===== src/rtl/pipe_pkg.sv =====
// pipe_pkg: shared stage-register state encodings and per-stage payload/control widths.
package pipe_pkg;
    typedef enum logic [1:0] {
        PS_EMPTY = 2'd0,
        PS_FULL  = 2'd1,
        PS_SKID  = 2'd2
    } ps_e;
    localparam int IFID_DATA_W  = 64;
    localparam int IFID_CTRL_W  = 1;
    localparam int IDEX_DATA_W  = 165;
    localparam int IDEX_CTRL_W  = 10;
    localparam int EXMEM_DATA_W = 133;
    localparam int EXMEM_CTRL_W = 8;
    localparam int MEMWB_DATA_W = 69;
    localparam int MEMWB_CTRL_W = 3;
endpackage


===== src/rtl/sat_counter.sv =====
// sat_counter: W-bit up-counter that sticks at all-ones; synchronous clear.
module sat_counter #(
    parameter int W = 16
) (
    input  logic         clk,
    input  logic         rst_n,
    input  logic         en,
    input  logic         clr,
    output logic [W-1:0] q
);
    always_ff @(posedge clk or negedge rst_n) begin
        if (!rst_n) q <= '0;
        else q <= clr ? '0 : (en && q != '1) ? q + 1'b1 : q;
    end
endmodule


===== src/rtl/pipe_stage_skid.sv =====
// pipe_stage_skid: valid/ready pipeline stage register with optional 2-entry skid buffer,
// flush, and control bits gated to zero whenever the slot holds no valid instruction.
module pipe_stage_skid
    import pipe_pkg::*;
#(
    parameter int DATA_W   = 133,
    parameter int CTRL_W   = 8,
    parameter int SKID_EN  = 1,
    parameter int ZERO_DAT = 0,
    parameter int CNT_W    = 16
) (
    input  logic              clk,
    input  logic              rst_n,
    input  logic              flush,
    input  logic              in_valid,
    output logic              in_ready,
    input  logic [CTRL_W-1:0] in_ctrl,
    input  logic [DATA_W-1:0] in_data,
    output logic              out_valid,
    input  logic              out_ready,
    output logic [CTRL_W-1:0] out_ctrl,
    output logic [DATA_W-1:0] out_data,
    output logic [1:0]        occ,
    output logic [CNT_W-1:0]  stall_cnt
);
    ps_e               state, state_nxt;
    logic              acc, dep, ld_main, ld_skid, promote;
    logic [CTRL_W-1:0] main_ctrl, skid_ctrl;
    logic [DATA_W-1:0] main_data, skid_data;

    assign out_valid = state != PS_EMPTY;
    // With the skid buffer, in_ready comes straight from the state register.
    assign in_ready  = (SKID_EN != 0) ? (state != PS_SKID) : (!out_valid || out_ready);
    assign acc       = in_valid && in_ready;
    assign dep       = out_valid && out_ready;
    assign occ       = state;

    always_comb begin
        state_nxt = state;
        ld_main   = 1'b0;
        ld_skid   = 1'b0;
        promote   = 1'b0;
        if (flush) state_nxt = PS_EMPTY;
        else begin
            case (state)
                PS_EMPTY: if (acc) begin
                    state_nxt = PS_FULL;
                    ld_main   = 1'b1;
                end
                PS_FULL: if (acc && dep) ld_main = 1'b1;
                else if (dep) state_nxt = PS_EMPTY;
                else if (acc && SKID_EN != 0) begin
                    state_nxt = PS_SKID;
                    ld_skid   = 1'b1;
                end
                PS_SKID: if (dep) begin
                    state_nxt = PS_FULL;
                    promote   = 1'b1;
                end
                default: state_nxt = PS_EMPTY;
            endcase
        end
    end

    always_ff @(posedge clk or negedge rst_n) begin
        if (!rst_n) begin
            state     <= PS_EMPTY;
            main_ctrl <= '0;
            main_data <= '0;
            skid_ctrl <= '0;
            skid_data <= '0;
        end else begin
            state <= state_nxt;
            if (ld_main) begin
                main_ctrl <= in_ctrl;
                main_data <= in_data;
            end else if (promote) begin
                main_ctrl <= skid_ctrl;
                main_data <= skid_data;
            end
            if (ld_skid) begin
                skid_ctrl <= in_ctrl;
                skid_data <= in_data;
            end
        end
    end

    assign out_ctrl = out_valid ? main_ctrl : '0;
    assign out_data = (ZERO_DAT != 0 && !out_valid) ? '0 : main_data;

    sat_counter #(.W(CNT_W)) u_stall (
        .clk  (clk),
        .rst_n(rst_n),
        .en   (out_valid && !out_ready),
        .clr  (1'b0),
        .q    (stall_cnt)
    );
endmodule


===== config.mk =====
export PLATFORM = sky130hd
export DESIGN_NAME = pipe_stage_skid
export DESIGN_NICKNAME = d
export VERILOG_FILES = /design/src/rtl/pipe_pkg.sv /design/src/rtl/sat_counter.sv /design/src/rtl/pipe_stage_skid.sv
export SDC_FILE = /design/constraint.sdc
export NUM_CORES = 1
export LEC_CHECK = 0
export CAP_MARGIN = 10
export CORE_AREA = 2 2 234 121
export CTS_BUF_LIST = sky130_fd_sc_hd__clkbuf_4 sky130_fd_sc_hd__clkbuf_8
export CTS_CLUSTER_DIAMETER = 150
export CTS_CLUSTER_SIZE = 24
export DETAILED_ROUTE_END_ITERATION = 12
export DIE_AREA = 0 0 236 123
export PLACE_DENSITY = 0.78
export SLEW_MARGIN = 20
export SYNTH_ARGS = -nofsm -noshare
export SYNTH_HDL_FRONTEND = slang
export SYNTH_SLANG_ARGS = --single-unit

===== constraint.sdc =====
create_clock -name clk -period 2.11 [get_ports clk]
set_clock_uncertainty 0.2 [all_clocks]
set_input_delay 0.5275 -clock clk [delete_from_list [all_inputs] [get_ports clk]]
set_output_delay 0.5275 -clock clk [all_outputs]
set_load 0.01 [all_outputs]

### Yosys cells after proc, flatten, opt, wreduce, memory -nomap -nowiden

Cells that the tools add are included.

| storage, ports and cells | value |
|---|---|
| bits in registers | 300 |
| bits in latches | 0 |
| bits in writable memories | 0 |
| memory bits (read-only) | 0 |
| input bits | 146 |
| logic and storage cells | 48 |
| memories kept | 0 |

| cells by class | value |
|---|---|
| add/subtract/negate cells | 1 |
| multipliers | 0 |
| div/mod/pow operators | 0 |
| $lt $le $gt $ge | 0 |
| eq/ne operators | 8 |
| shift operators | 0 |
| mux-type cells | 23 |
| bitwise logic cells | 0 |
| reductions and logical operators | 10 |

Operator list:

| operator | number |
|---|---|
| 133-bit two-way mux | 2 |
| 8-bit two-way mux | 3 |
| 16-bit by 1-bit adder with 16-bit output, second input constant | 1 |
| 16-bit != test, second input constant | 1 |
| 2-bit two-way mux | 6 |
| 1-bit two-way mux | 10 |
| 3-bit != test, second input constant | 3 |
| 2-bit one-hot mux with 3 select lines | 1 |
| 1-bit logical AND | 5 |
| 4-bit != test, second input constant | 1 |
| 4-bit AND reduction | 1 |
| 2-bit nonzero test | 2 |
| 2-bit by 1-bit equality test with 1-bit output, second input constant | 1 |
| 2-bit equality test, second input constant | 1 |
| 2-bit logical NOT | 1 |
| 2-bit != test, second input constant | 1 |
| 1-bit one-hot mux with 2 select lines | 1 |
| 1-bit logical NOT | 1 |

### Logic depth before layout (Yosys ltp)

| depth | value |
|---|---|
| word-level depth | 7 |
| gate-level depth with buffers | 6 |
| mapped depth without buffers | 5 |

### Hierarchy

Synthesis repeated with hierarchy kept, for this count alone.

| second synthesis, totals | value |
|---|---|
| cells, all modules | 893 |
| area, all modules | 12,453.2 um^2 |

Modules (own cells, without submodules):

| module | instances | cells an instance | area an instance (um^2) | seq. area each (um^2) |
|---|---|---|---|---|
| pipe_stage_skid | 1 | 795 | 11,511.0 | 7,106.8 |
| sat_counter | 1 | 98 | 942.2 | 400.4 |

### Worst setup path before layout

No wires, ideal clock.

| path | value |
|---|---|
| path kind | input port to flip-flop |
| from | in out_ready |
| to | reg u_stall.q[11] |
| data arrival time | 1.720 ns |
| data required time | 1.784 ns |
| setup slack | 0.063 ns |
| stages | 5 |
| path buffers | 1 |
| path through | o21bai_2 or3_1 clkbuf_1 or3_1 xnor2_1 |

| between the ends | value |
|---|---|
| cells in the longest elaborated chain, start to end | 3 |

Ends and longest elaborated chain:

| item | line | source |
|---|---|---|
| from (decl) | pipe_stage_skid.sv:20 | `input logic out_ready,` |
| 1-bit logical NOT | pipe_stage_skid.sv:94 | `.en (out_valid && !out_ready),` |
| 1-bit logical AND | pipe_stage_skid.sv:94 |  |
| 1-bit logical AND | sat_counter.sv:13 | `else q <= clr ? '0 : (en && q != '1) ? q + 1'b1 : q;` |
| to (signal assigned) | sat_counter.sv:13 |  |
| to (decl) | sat_counter.sv:9 | `output logic [W-1:0] q` |

Every way passes these cells.
A chain may end at the register's enable or synchronous reset.

### Final worst setup path

| path | value |
|---|---|
| from | reg state[1] (netlist: occ[1]) |
| to | reg main_data[113] (netlist: out_data[113]) |

| between the ends | value |
|---|---|
| cells in the longest elaborated chain, start to end | 7 |
| elaborated cells between the ends (all ways) | 17 |
| those cells by class | eq/ne (3); mux (8); reduce/logical (6) |

Ends and longest elaborated chain:

| item | line | source |
|---|---|---|
| from (decl) | pipe_stage_skid.sv:26 | `ps_e state, state_nxt;` |
| from (signal assigned) | pipe_stage_skid.sv:73 | `state <= state_nxt;` |
| 2-bit != test / 2-bit nonzero test (equally long branches) | pipe_stage_skid.sv:33, pipe_stage_skid.sv:31 |  |
| 1-bit logical AND (on tied branches) | pipe_stage_skid.sv:34, pipe_stage_skid.sv:35 |  |
| 1-bit logical AND | pipe_stage_skid.sv:50 | `PS_FULL: if (acc && dep) ld_main = 1'b1;` |
| 1-bit two-way mux | pipe_stage_skid.sv:50 |  |
| 1-bit one-hot mux with 2 select lines | pipe_stage_skid.sv:45 | `case (state)` |
| 1-bit two-way mux | pipe_stage_skid.sv:43 | `if (flush) state_nxt = PS_EMPTY;` |
| 133-bit two-way mux / 2-bit nonzero test (equally long branches) | n/a |  |
| to (signal assigned) | pipe_stage_skid.sv:76 | `main_data <= in_data;` |
| to (signal assigned) | pipe_stage_skid.sv:79 | `main_data <= skid_data;` |
| to (decl) | pipe_stage_skid.sv:29 | `logic [DATA_W-1:0] main_data, skid_data;` |

Parallel ways exist; a longest one is shown, timed or not.

==> results.ini <==
[run]
cap_viol_max_count = 0

[synthesis]
yosys_most_used_dff = dfrtp_1
synth-edff-count = 0
synth_fp_nets = 1011
netlist_area_um2 = 12200
synthTopCellsByArea = dfrtp_1 62%, mux2_2 13%, a22o_1 10%
synth_area_leader_cell = dfrtp_1
async_flop_share_pct = 100
synth_warnings = 0
ys_ff_latch = 300
yosysMostFrequentCell = dfrtp_1
ys_top_cells_by_count = 300 x dfrtp_1, 142 x mux2_2, 140 x a21o_1, 140 x a22o_1, 46 x buf_2
synth_top_area_share_pct = 61.5
syn_area_per_cell_um2 = 14.1
syn_inst = 864
synth_cell_types = 32
yosysSeqAreaShare_pct = 61.5

[floorplanning]
io_pins = 307
die-area_um2 = 29000
num_rows = 43
die_w_um = 236
start_util_pct = 45.1
die_h_um = 123
core_region_area_um2 = 27100

[placed_design]
dpl.hpwl_mm = 21.9
place_ws_ns = -0.454
placed_cells = 1533
globalplace.congestion = 0.791
placed_cell_area_um2 = 16200
port_buffers = 306

[clocking]
cts-root-buf = clkbuf_8
clock-sinks = 300
cts_made_buffers = 16
insertion_delay_ns = 0.56
htreeDepth = 1
cts_tree = yes
ctsLongestPathBuffers = 3
clkTransAtPathRegs_ns = 0.14

[final_layout]
final_layout_size_suffix_gt1_share_pct = 24.9
syn_to_final_growth_pct = 40.1
stdcell_count = 1609
finalInstanceArea_um2 = 17100
fillers = 2160
final_core_utilization_pct = 63.1
fin_nets = 1394

[worst_setup_path]
start_kind = flop
crit_fanout = 38
r2r_slack_ns = -0.11
required_ns = 2.39
ff2ff_path_depth = 9
r2r-start = occ[1]$_DFFE_PN0P_
r2r-end = out_data[113]$_DFFE_PN0P_
cp.arrival_ns = 2.50
endpoint_kind = flop
worstSetupPathType = flop to flop

[routing]
drc = 0
wirelength_mm = 33.9
wire_per_inst_um = 21.1
vias = 8711
firstDrtPassIters = 5
drt_iter0_markers = 514
antenna_left = 0
via_per_inst = 5.41

[timing]
hold_slack_ns = 0.218
finalSetupTns_ns = -14.57
slew_violations = 0
fmax_ghz = 0.451
rsz0062_at_grt = true
finalCritPeriodShare_pct = 105
worst_pin_slew_ns = 0.428
finalHoldViolations = 0
timing.final.crit_period_ns = 2.22
setup_viol = 273
slew_headroom_pct = 71.4
fin_ws_ns = -0.105

[global_route]
grt_pass1_wl_mm = 49.2
overflow = 0
grt_max_degree = 68
gr-usage-all-layers_pct = 21.5
grt_pass1_vias = 8611
grt_antenna_before_repair = 1

[pwr]
power_mw = 13.6
p_leak_nw = 8.80
p_per_area_nw_per_um2 = 799
peakVddDrop_v = 0.000412

[hold_path]
hold_path.class = input port to asynchronous set/reset pin

[outcome]
outcome = complete, but fails checks
violations = negative setup slack

==> state kept, by name, summed over array words and instances (netlist names) <==
signal,cells
main_ctrl,8
u_stall.q,16
occ,2
skid_data,133
out_data,133
skid_ctrl,8
==> where the power goes <==
part           switching (mW)  internal, mW
Clock                    1.75         0.755
Combinational            1.40          2.01
Sequential              0.694          7.03
==> what timing repair did <==
item | CTS | global route
resized for setup | 191 | 48
endpoints found under the setup margin | 161 | 297
gates cloned | 1 | 17
hold endpoints to repair | 300 | 0
hold buffers | 1 | 0
pin swaps | 2 | 42
buffers inserted | 27 | 10
==> metal layers <==
| layer | global-route usage [%] | wire length, um |
|---|---|---|
| met5 | 0 | 0 |
| met4 | 3.74 | 625 |
| met3 | 4.98 | 2060 |
| met2 | 33.0 | 15000 |
| met1 | 31.6 | 16200 |
==> worst max-delay path by stage <==
| stage | start | end | slack (ns) |
|---|---|---|---|
| after floorplan | out_ready | u_stall.q[11]$_DFFE_PN0P_ | 0.06 |
| after global placement | out_ready | skid_data[54]$_DFFE_PN0P_ | -0.41 |
| after detailed placement | out_ready | skid_data[11]$_DFFE_PN0P_ | -0.45 |
| after CTS | occ[0]$_DFFE_PN0P_ | out_ctrl[5] | -0.27 |
| after global routing | occ[0]$_DFFE_PN0P_ | out_ctrl[7] | -0.17 |
| final | occ[1]$_DFFE_PN0P_ | out_data[113]$_DFFE_PN0P_ | -0.11 |
==> worst max-delay path, cell delays in order, from the launching register on <==
cell and delay, ns:
dfrtp_1 0.45, buf_6 0.13, buf_6 0.10, buf_6 0.11, nand2b_4 0.14, nor3_4 0.05, buf_12 0.16, nor2_4 0.34
buf_12 0.26, a21o_1 0.17
==> area by class of cell <==
cell class | instances | area [um2] | area share [%]
sequential | 300 | 7510 | 44.0
multi-input combinational | 501 | 4460 | 26.1
timing repair buffer | 427 | 4400 | 25.8
tap | 360 | 450 | 2.64
clock buffer | 17 | 234 | 1.37
clock inverter | 1 | 16.3 | 0.0952
antenna | 2 | 5.00 | 0.0293
inverter | 1 | 3.75 | 0.0220
==> layout by cell type, fill, tap and decap left out, types with 2 or more instances in the layout <==
| cell | n |
|---|---|
| buf_12 | 18 |
| clkbuf_2 | 8 |
| mux2_2 | 142 |
| nor3_1 | 6 |
| nand2b_4 | 2 |
| diode_2 | 2 |
| a21o_1 | 140 |
| xor2_1 | 14 |
| buf_2 | 2 |
| a22o_1 | 140 |
| buf_16 | 4 |
| clkbuf_16 | 15 |
| nor2_4 | 2 |
| buf_6 | 16 |
| nand2_1 | 11 |
| nand3_1 | 2 |
| nor2_1 | 4 |
| clkdlybuf4s50_1 | 144 |
| nand4_1 | 3 |
| buf_8 | 6 |
| clkbuf_8 | 17 |
| and3_1 | 2 |
| buf_4 | 65 |
| mux2i_1 | 2 |
| nor2b_1 | 9 |
| dlygate4sd2_1 | 148 |
| nor4_1 | 4 |
| dfrtp_1 | 295 |
| dfrtp_2 | 5 |
==> kinds of logic after synthesis <==
| logic type | Yosys count | synth area share [%] |
|---|---|---|
| fa+ha+maj | 1 | 0.103 |
| mux | 144 | 13.3 |
| xor+xnor | 15 | 1.08 |
| simple gates | 56 | 2.62 |
| buf+inv | 63 | 2.41 |
| compound gates | 285 | 19.0 |
| flops | 300 | 61.5 |
No activity file was read; power rests on OpenSTA's default activity.
